## config.mk

```make
export PLATFORM = sky130hd
export DESIGN_NAME = dram_fifo_ctrl_flat
export DESIGN_NICKNAME = d
export VERILOG_FILES = /design/src/rtl/dram_fifo_ctrl_pkg.sv /design/src/rtl/dram_fifo_ctrl_if.sv /design/src/rtl/dram_fifo_ctrl_slice.sv /design/src/rtl/dram_fifo_ctrl.sv /design/src/flat_wrapper.sv
export SDC_FILE = /design/constraint.sdc
export NUM_CORES = 1
export LEC_CHECK = 0
export BUFFER_PORTS_ARGS = -buffer_cell sky130_fd_sc_hd__clkbuf_2
export CORE_MARGIN = 4
export CORE_UTILIZATION = 41
export DETAILED_ROUTE_END_ITERATION = 10
export PLACE_DENSITY = 0.61
export SETUP_SLACK_MARGIN = 0.2
export SYNTH_ARGS = -nofsm -noshare
export SYNTH_HDL_FRONTEND = slang
export SYNTH_SLANG_ARGS = --single-unit
```

## constraint.sdc

```tcl
create_clock -name clk -period 7 [get_ports clk]
set_input_delay 0.7 -clock clk [delete_from_list [all_inputs] [get_ports clk]]
set_output_delay 0.7 -clock clk [all_outputs]
set_load 0.03 [all_outputs]
```

## src/rtl/dram_fifo_ctrl_pkg.sv

```systemverilog
// Shared constants and types for the 32-deep distributed-RAM FIFO.
package dram_fifo_pkg;
   localparam int DRAM_DEPTH = 32;
   localparam int DRAM_AW    = 5;
   localparam int DRAM_CW    = 6;

   typedef logic [DRAM_AW-1:0] dram_addr_t;
   typedef logic [DRAM_CW-1:0] dram_cnt_t;
endpackage

```

## src/rtl/dram_fifo_ctrl_if.sv

```systemverilog
// FIFO push/pop handshake and status bundle; master is the producer/consumer side.
interface dram_fifo_ctrl_if
   import dram_fifo_pkg::*;
#(
   parameter int WIDTH = 8
);
   logic             wr_en;
   logic [WIDTH-1:0] wr_data;
   logic             full;
   logic             almost_full;
   logic             rd_en;
   logic [WIDTH-1:0] rd_data;
   logic             empty;
   logic             almost_empty;
   dram_cnt_t        count;
   logic             overflow;
   logic             underflow;

   modport master (
      output wr_en, wr_data, rd_en,
      input  full, almost_full, rd_data, empty, almost_empty, count, overflow, underflow
   );

   modport slave (
      input  wr_en, wr_data, rd_en,
      output full, almost_full, rd_data, empty, almost_empty, count, overflow, underflow
   );
endinterface

```

## src/rtl/dram_fifo_ctrl_slice.sv

```systemverilog
// One data bit of storage: 32x1 dual-port RAM, synchronous write on port A, async read on DPRA.
module dram_fifo_slice
   import dram_fifo_pkg::*;
(
   input  logic       clk,
   input  logic       we,
   input  logic       d,
   input  dram_addr_t waddr,
   input  dram_addr_t raddr,
   output logic       q
);
   // Written so it maps onto a RAM32X1D; the SPO port has no counterpart here.
   logic mem_q [DRAM_DEPTH];

   always_ff @(posedge clk) begin
      if (we) begin
         mem_q[waddr] <= d;
      end
   end

   assign q = mem_q[raddr];
endmodule

```

## src/rtl/dram_fifo_ctrl.sv

```systemverilog
// 32-deep FWFT FIFO controller over per-bit distributed RAM slices.
// Pointers, occupancy, sticky error bits and count-decoded flags; no comb path from enables to flags.
module dram_fifo_ctrl
   import dram_fifo_pkg::*;
#(
   parameter int WIDTH     = 8,
   parameter int AFULL_TH  = 28,
   parameter int AEMPTY_TH = 4
)(
   input  logic             clk,
   input  logic             rst_n,
   dram_fifo_ctrl_if.slave  fifo
);
   localparam dram_cnt_t DEPTH_C  = dram_cnt_t'(DRAM_DEPTH);
   localparam dram_cnt_t AFULL_C  = dram_cnt_t'(AFULL_TH);
   localparam dram_cnt_t AEMPTY_C = dram_cnt_t'(AEMPTY_TH);

   dram_addr_t       wr_ptr_q, wr_ptr_d;
   dram_addr_t       rd_ptr_q, rd_ptr_d;
   dram_cnt_t        count_q, count_d;
   logic             overflow_q, overflow_d;
   logic             underflow_q, underflow_d;
   logic             full, empty, wr_acc, rd_acc, ram_we;
   logic [WIDTH-1:0] rd_data;

   assign full   = (count_q == DEPTH_C);
   assign empty  = (count_q == '0);
   assign wr_acc = fifo.wr_en & ~full;
   assign rd_acc = fifo.rd_en & ~empty;
   // A write coinciding with reset must not disturb RAM contents.
   assign ram_we = wr_acc & rst_n;

   always_comb begin
      wr_ptr_d    = wr_acc ? wr_ptr_q + dram_addr_t'(1) : wr_ptr_q;
      rd_ptr_d    = rd_acc ? rd_ptr_q + dram_addr_t'(1) : rd_ptr_q;
      overflow_d  = overflow_q  | (fifo.wr_en & full);
      underflow_d = underflow_q | (fifo.rd_en & empty);
      count_d     = count_q;
      case ({wr_acc, rd_acc})
         2'b10:   count_d = count_q + dram_cnt_t'(1);
         2'b01:   count_d = count_q - dram_cnt_t'(1);
         default: count_d = count_q;
      endcase
   end

   always_ff @(posedge clk) begin
      if (!rst_n) begin
         wr_ptr_q    <= '0;
         rd_ptr_q    <= '0;
         count_q     <= '0;
         overflow_q  <= 1'b0;
         underflow_q <= 1'b0;
      end else begin
         wr_ptr_q    <= wr_ptr_d;
         rd_ptr_q    <= rd_ptr_d;
         count_q     <= count_d;
         overflow_q  <= overflow_d;
         underflow_q <= underflow_d;
      end
   end

   for (genvar b = 0; b < WIDTH; b++) begin : g_bit
      dram_fifo_slice u_slice (
         .clk   (clk),
         .we    (ram_we),
         .d     (fifo.wr_data[b]),
         .waddr (wr_ptr_q),
         .raddr (rd_ptr_q),
         .q     (rd_data[b])
      );
   end

   assign fifo.rd_data      = rd_data;
   assign fifo.full         = full;
   assign fifo.empty        = empty;
   assign fifo.almost_full  = (count_q >= AFULL_C);
   assign fifo.almost_empty = (count_q <= AEMPTY_C);
   assign fifo.count        = count_q;
   assign fifo.overflow     = overflow_q;
   assign fifo.underflow    = underflow_q;
endmodule
```

## src/flat_wrapper.sv

```systemverilog
// flat-port wrapper written by rule: the top's interface ports become plain ports
module dram_fifo_ctrl_flat import dram_fifo_pkg::*;
#(
   parameter int WIDTH     = 8,
   parameter int AFULL_TH  = 28,
   parameter int AEMPTY_TH = 4
)
  (clk, rst_n, fifo_wr_en, fifo_wr_data, fifo_rd_en, fifo_full, fifo_almost_full, fifo_rd_data, fifo_empty, fifo_almost_empty, fifo_count, fifo_overflow, fifo_underflow);
  dram_fifo_ctrl_if #(.WIDTH(WIDTH)) fifo_i ();
  input  logic clk;
  input  logic rst_n;
  input wire logic [$bits(fifo_i.wr_en)-1:0] fifo_wr_en;
  input wire logic [$bits(fifo_i.wr_data)-1:0] fifo_wr_data;
  input wire logic [$bits(fifo_i.rd_en)-1:0] fifo_rd_en;
  output wire logic [$bits(fifo_i.full)-1:0] fifo_full;
  output wire logic [$bits(fifo_i.almost_full)-1:0] fifo_almost_full;
  output wire logic [$bits(fifo_i.rd_data)-1:0] fifo_rd_data;
  output wire logic [$bits(fifo_i.empty)-1:0] fifo_empty;
  output wire logic [$bits(fifo_i.almost_empty)-1:0] fifo_almost_empty;
  output wire logic [$bits(fifo_i.count)-1:0] fifo_count;
  output wire logic [$bits(fifo_i.overflow)-1:0] fifo_overflow;
  output wire logic [$bits(fifo_i.underflow)-1:0] fifo_underflow;
  assign fifo_i.wr_en = fifo_wr_en;
  assign fifo_i.wr_data = fifo_wr_data;
  assign fifo_i.rd_en = fifo_rd_en;
  assign fifo_full = fifo_i.full;
  assign fifo_almost_full = fifo_i.almost_full;
  assign fifo_rd_data = fifo_i.rd_data;
  assign fifo_empty = fifo_i.empty;
  assign fifo_almost_empty = fifo_i.almost_empty;
  assign fifo_count = fifo_i.count;
  assign fifo_overflow = fifo_i.overflow;
  assign fifo_underflow = fifo_i.underflow;
  dram_fifo_ctrl #(.WIDTH(WIDTH), .AFULL_TH(AFULL_TH), .AEMPTY_TH(AEMPTY_TH)) u_core (.clk(clk), .rst_n(rst_n), .fifo(fifo_i));
endmodule
```

==> results.md <==
* Simple-gate portion of the synthesized area at under 10%
* IO buf count at 31
* Highest fanout seen on the critical path at 36
* Total detailed-routing wirelength at roughly 23000 um
* Maximum clock rate at 248 MHz
* Share of synthesized area occupied by flip-flops and latches at 73.7%
* Number of instances resized during post-cts repair at 0
* RSZ-0062 raised after global routing: no
* Total global routing overflow at 0
* Fin Setup TNS at 0 ps
* Number of slew-limit violations in the final report at 0
* Clock tree from TritonCTS: yes
* Number of flops mapped to enable cells by yosys at approximately 260
* Root Buffer Master: sky130_fd_sc_hd__clkbuf_16
* Post-layout nets at roughly 620
* Cell count after synthesis at 577
* Setup CP Type: reg2out
* Antenna Nets Post-Route at 0
* Commonest register cell after synthesis: sky130_fd_sc_hd__edfxtp_1
* Reg-to-reg critical path startpoint: u_core.fifo.count[2]
* Pin count of the biggest net entering global routing at 65
* Distinct cells, synth at 45
* Hold path cells at 3
* Y dimension of the die at about 170 um
* Length of the first detailed-routing pass in iterations at 8
* Global-route wire length before repair at roughly 36000 um
* Summed instance area of the synthesized netlist at 11100 sq um
* Total number of placement rows at 59
* Routed via count divided by cell count at 5.76
* Outcome: completed
* Final Hold Vio Count at 0
* Worst-Skew Late Latency at approximately 560 ps
* Share of the synthesized netlist area taken by xor and xnor gates at 0.634%
* Via count at ~5500
* Worst Path Required at 6300 ps
* Synth warnings at 0
* Reg2Reg Depth at 10
* Area of the core region at around 26000 sq um
* Setup Slack @ Placement at roughly 3400 ps
* Initial antenna violation count at 0
* Total GRT Usage at around 16%
* Complex-gate fraction of the synthesized area at approximately 3.5%
* Least-Margin Pin Slew at ~960 ps
* Combinational family with the most area after synthesis: multiplexers
* Area of all sequential standard cells at 8150 sq um
* Horizontal extent of the die at ~170 um
* Proportion of netlist area held by the largest area contributor at 69.5%
* Drt first-iter violations at between 400 and 500
* Shortest period the worst path allows at approximately 4000 ps
* Effective utilization at floorplan at between 40 and 50%
* Type of the tightest min-delay check: in2reg
* Final worst-path setup slack at around 3000 ps
* Worst-case clock buffer depth at 3
* Crit start category: flip-flop
* Number of buffers inserted to repair setup after CTS at 0
* Register bit count reported by yosys at around 280
* Dominant cell type by area after synthesis: sky130_fd_sc_hd__edfxtp_1
* Static leakage at roughly 3.8 nW
* Syn Area/Cell at between 15 and 20 sq um
* Worst rel slew slack at a little over a third
* Final period util at ~58%
* Area Overhead vs Synth at 11.3%
* Detail-routed net length per standard cell at approximately 24 um
* Most frequent cell after synthesis: sky130_fd_sc_hd__edfxtp_1
* Critical Path Sink: fifo_rd_data[6]
* Power density of the placed cells at between 300 and 400 nW/um^2
* Number of maximum-capacitance violations at 0
* CTS clock-pin slew for the worst setup and hold paths at 60 ps
* Hpwl dp at around 14000 um
* Number of buffers inserted during clock tree synthesis at 29
* Worst reg-to-reg setup slack at slightly below 4000 ps
* Setup-failing EPs final at 0
* Net Count, Synth at between 500 and 600
* Synth Area in Adders at less than 1%
* Overall die area at between 20000 and 30000 sq um
* Hold-fix buffers at CTS at 0
* Share of cell area taken by muxes after synthesis at between 10% and 20%
* Final estimated routing congestion in global placement at around 0.81
* Area occupied by multi-input gates at 2620 sq um
* Post-route clock skew at 18.5 ps
* Via count of the first global-routing pass at approximately 5700
* Number of fillers in the final layout at ~2200
* Share of cells above drive strength 1 at roughly a quarter
* Cells taking the most area after synthesis: sky130_fd_sc_hd__edfxtp_1 (70%), sky130_fd_sc_hd__mux4_2 (13%), sky130_fd_sc_hd__dfxtp_1 (4.2%)
* # DRC at 0
* Worst R2R End: u_core.fifo.count[2]
* Deepest level of the CTS H-tree at 1
* Synth async-reset ratio at 0%
* Most frequent cells after synthesis: sky130_fd_sc_hd__edfxtp_1 (256), sky130_fd_sc_hd__mux4_2 (64), sky130_fd_sc_hd__nor2_1 (48)
* Clock sink count at approximately 280
* Antenna diode instance count at 0
* Worst setup EP type: output port
* Data arrival at the endpoint of the critical path at between 3000 and 4000 ps
* Worst voltage drop across the vdd grid at ~0.28 mV
* Ports at 32
-- metrics by stage --
stage	cell area, sq um	total power [W]	util [%]	cells	hold slack, ps
floorplan	11100	0.00261	-	577	473
global placement	11400	0.00276	43.4	906	454
detailed placement	11400	0.00279	43.4	906	461
CTS	12300	0.00424	46.8	959	438
global route	12300	0.00437	46.8	959	481
finish	12300	0.00420	46.8	959	456
-- registers in the layout, summed over array words and instances, names as in the netlist, named ones only --
register                    flops
u_core.wr_ptr_q                 5
u_core.fifo.count               6
u_core.g_bit.u_slice.mem_q    256
u_core.rd_ptr_q                 5
u_core.fifo.overflow            1
u_core.fifo.underflow           1
-- cell usage in the layout, fill, tap and decap left out, types with 3 or more instances in the layout --
cell type / synthesis / routed
sky130_fd_sc_hd__clkbuf_2: 0 / 31
sky130_fd_sc_hd__inv_1: 9 / 9
sky130_fd_sc_hd__edfxtp_1: 256 / 256
sky130_fd_sc_hd__clkinv_1: 0 / 5
sky130_fd_sc_hd__mux2i_1: 7 / 7
sky130_fd_sc_hd__nand3b_1: 7 / 7
sky130_fd_sc_hd__xor2_1: 5 / 5
sky130_fd_sc_hd__nand4_1: 3 / 3
sky130_fd_sc_hd__ha_1: 8 / 8
sky130_fd_sc_hd__nand2_1: 9 / 9
sky130_fd_sc_hd__clkbuf_16: 0 / 29
sky130_fd_sc_hd__dfxtp_1: 23 / 21
sky130_fd_sc_hd__or3_1: 5 / 5
sky130_fd_sc_hd__o22ai_1: 34 / 34
sky130_fd_sc_hd__nand3_2: 4 / 4
sky130_fd_sc_hd__xnor2_1: 3 / 3
sky130_fd_sc_hd__clkbuf_1: 11 / 5
sky130_fd_sc_hd__nand3_1: 7 / 7
sky130_fd_sc_hd__nor4_1: 8 / 8
sky130_fd_sc_hd__clkbuf_8: 0 / 3
sky130_fd_sc_hd__nor2_1: 48 / 48
sky130_fd_sc_hd__mux4_2: 64 / 64
sky130_fd_sc_hd__a21oi_1: 7 / 7
sky130_fd_sc_hd__nor3_1: 3 / 3
sky130_fd_sc_hd__clkinv_2: 0 / 6
-- how the worst min path moves through the flow --
stage                           from                     to  slack, ps
2_1_floorplan     u_core.rd_ptr_q[3]              flip-flop        470
3_3_place_gp   u_core.fifo.underflow  u_core.fifo.underflow        450
3_5_place_dp    u_core.fifo.overflow   u_core.fifo.overflow        460
4_1_cts                   fifo_wr_en   u_core.fifo.overflow        440
5_1_grt                   fifo_wr_en   u_core.fifo.overflow        480
6_report                  fifo_wr_en   u_core.fifo.overflow        460
-- cells by family after synthesis --
| group | count (synthesis) |
|---|---|
| mux | 71 |
| xor+xnor | 8 |
| fa+ha+maj | 8 |
| compound gates | 57 |
| simple gates | 106 |
| buf+inv | 48 |
| flops | 279 |
-- area by class of cell --
type                            count  area share, %
Multi-Input combinational cell    250           21.3
Tap cell                          335           3.41
Timing Repair Buffer               33           1.38
Clock inverter                     16          0.997
Inverter                            9          0.275
Clock buffer                       37           6.39
Sequential cell                   279           66.3
-- where the power goes --
part           total [W]  switching [W]  internal, W  leakage (nW)
Combinational   0.000800       0.000471     0.000329         0.902
Clock            0.00145       0.000623     0.000832         0.445
Sequential       0.00194      0.0000791      0.00186          2.49
-- critical path, cell delays in order (launching register included) --
cell and delay [ps]:
sky130_fd_sc_hd__dfxtp_4 730, sky130_fd_sc_hd__buf_4 690, sky130_fd_sc_hd__mux4_2 370, sky130_fd_sc_hd__o22ai_1 140
sky130_fd_sc_hd__nor4_1 510, sky130_fd_sc_hd__clkbuf_2 310
-- routing by layer --
layer	vias up	GRT usage (%)	part of all wire [%]
met4	0	3.32	1.9
met1	2909	22.4	43
met2	177	26.8	50
met3	42	2.49	5.1
li1	2400	-	-
met5	-	0	0
Note: power is estimated with default switching activity, not from simulation.
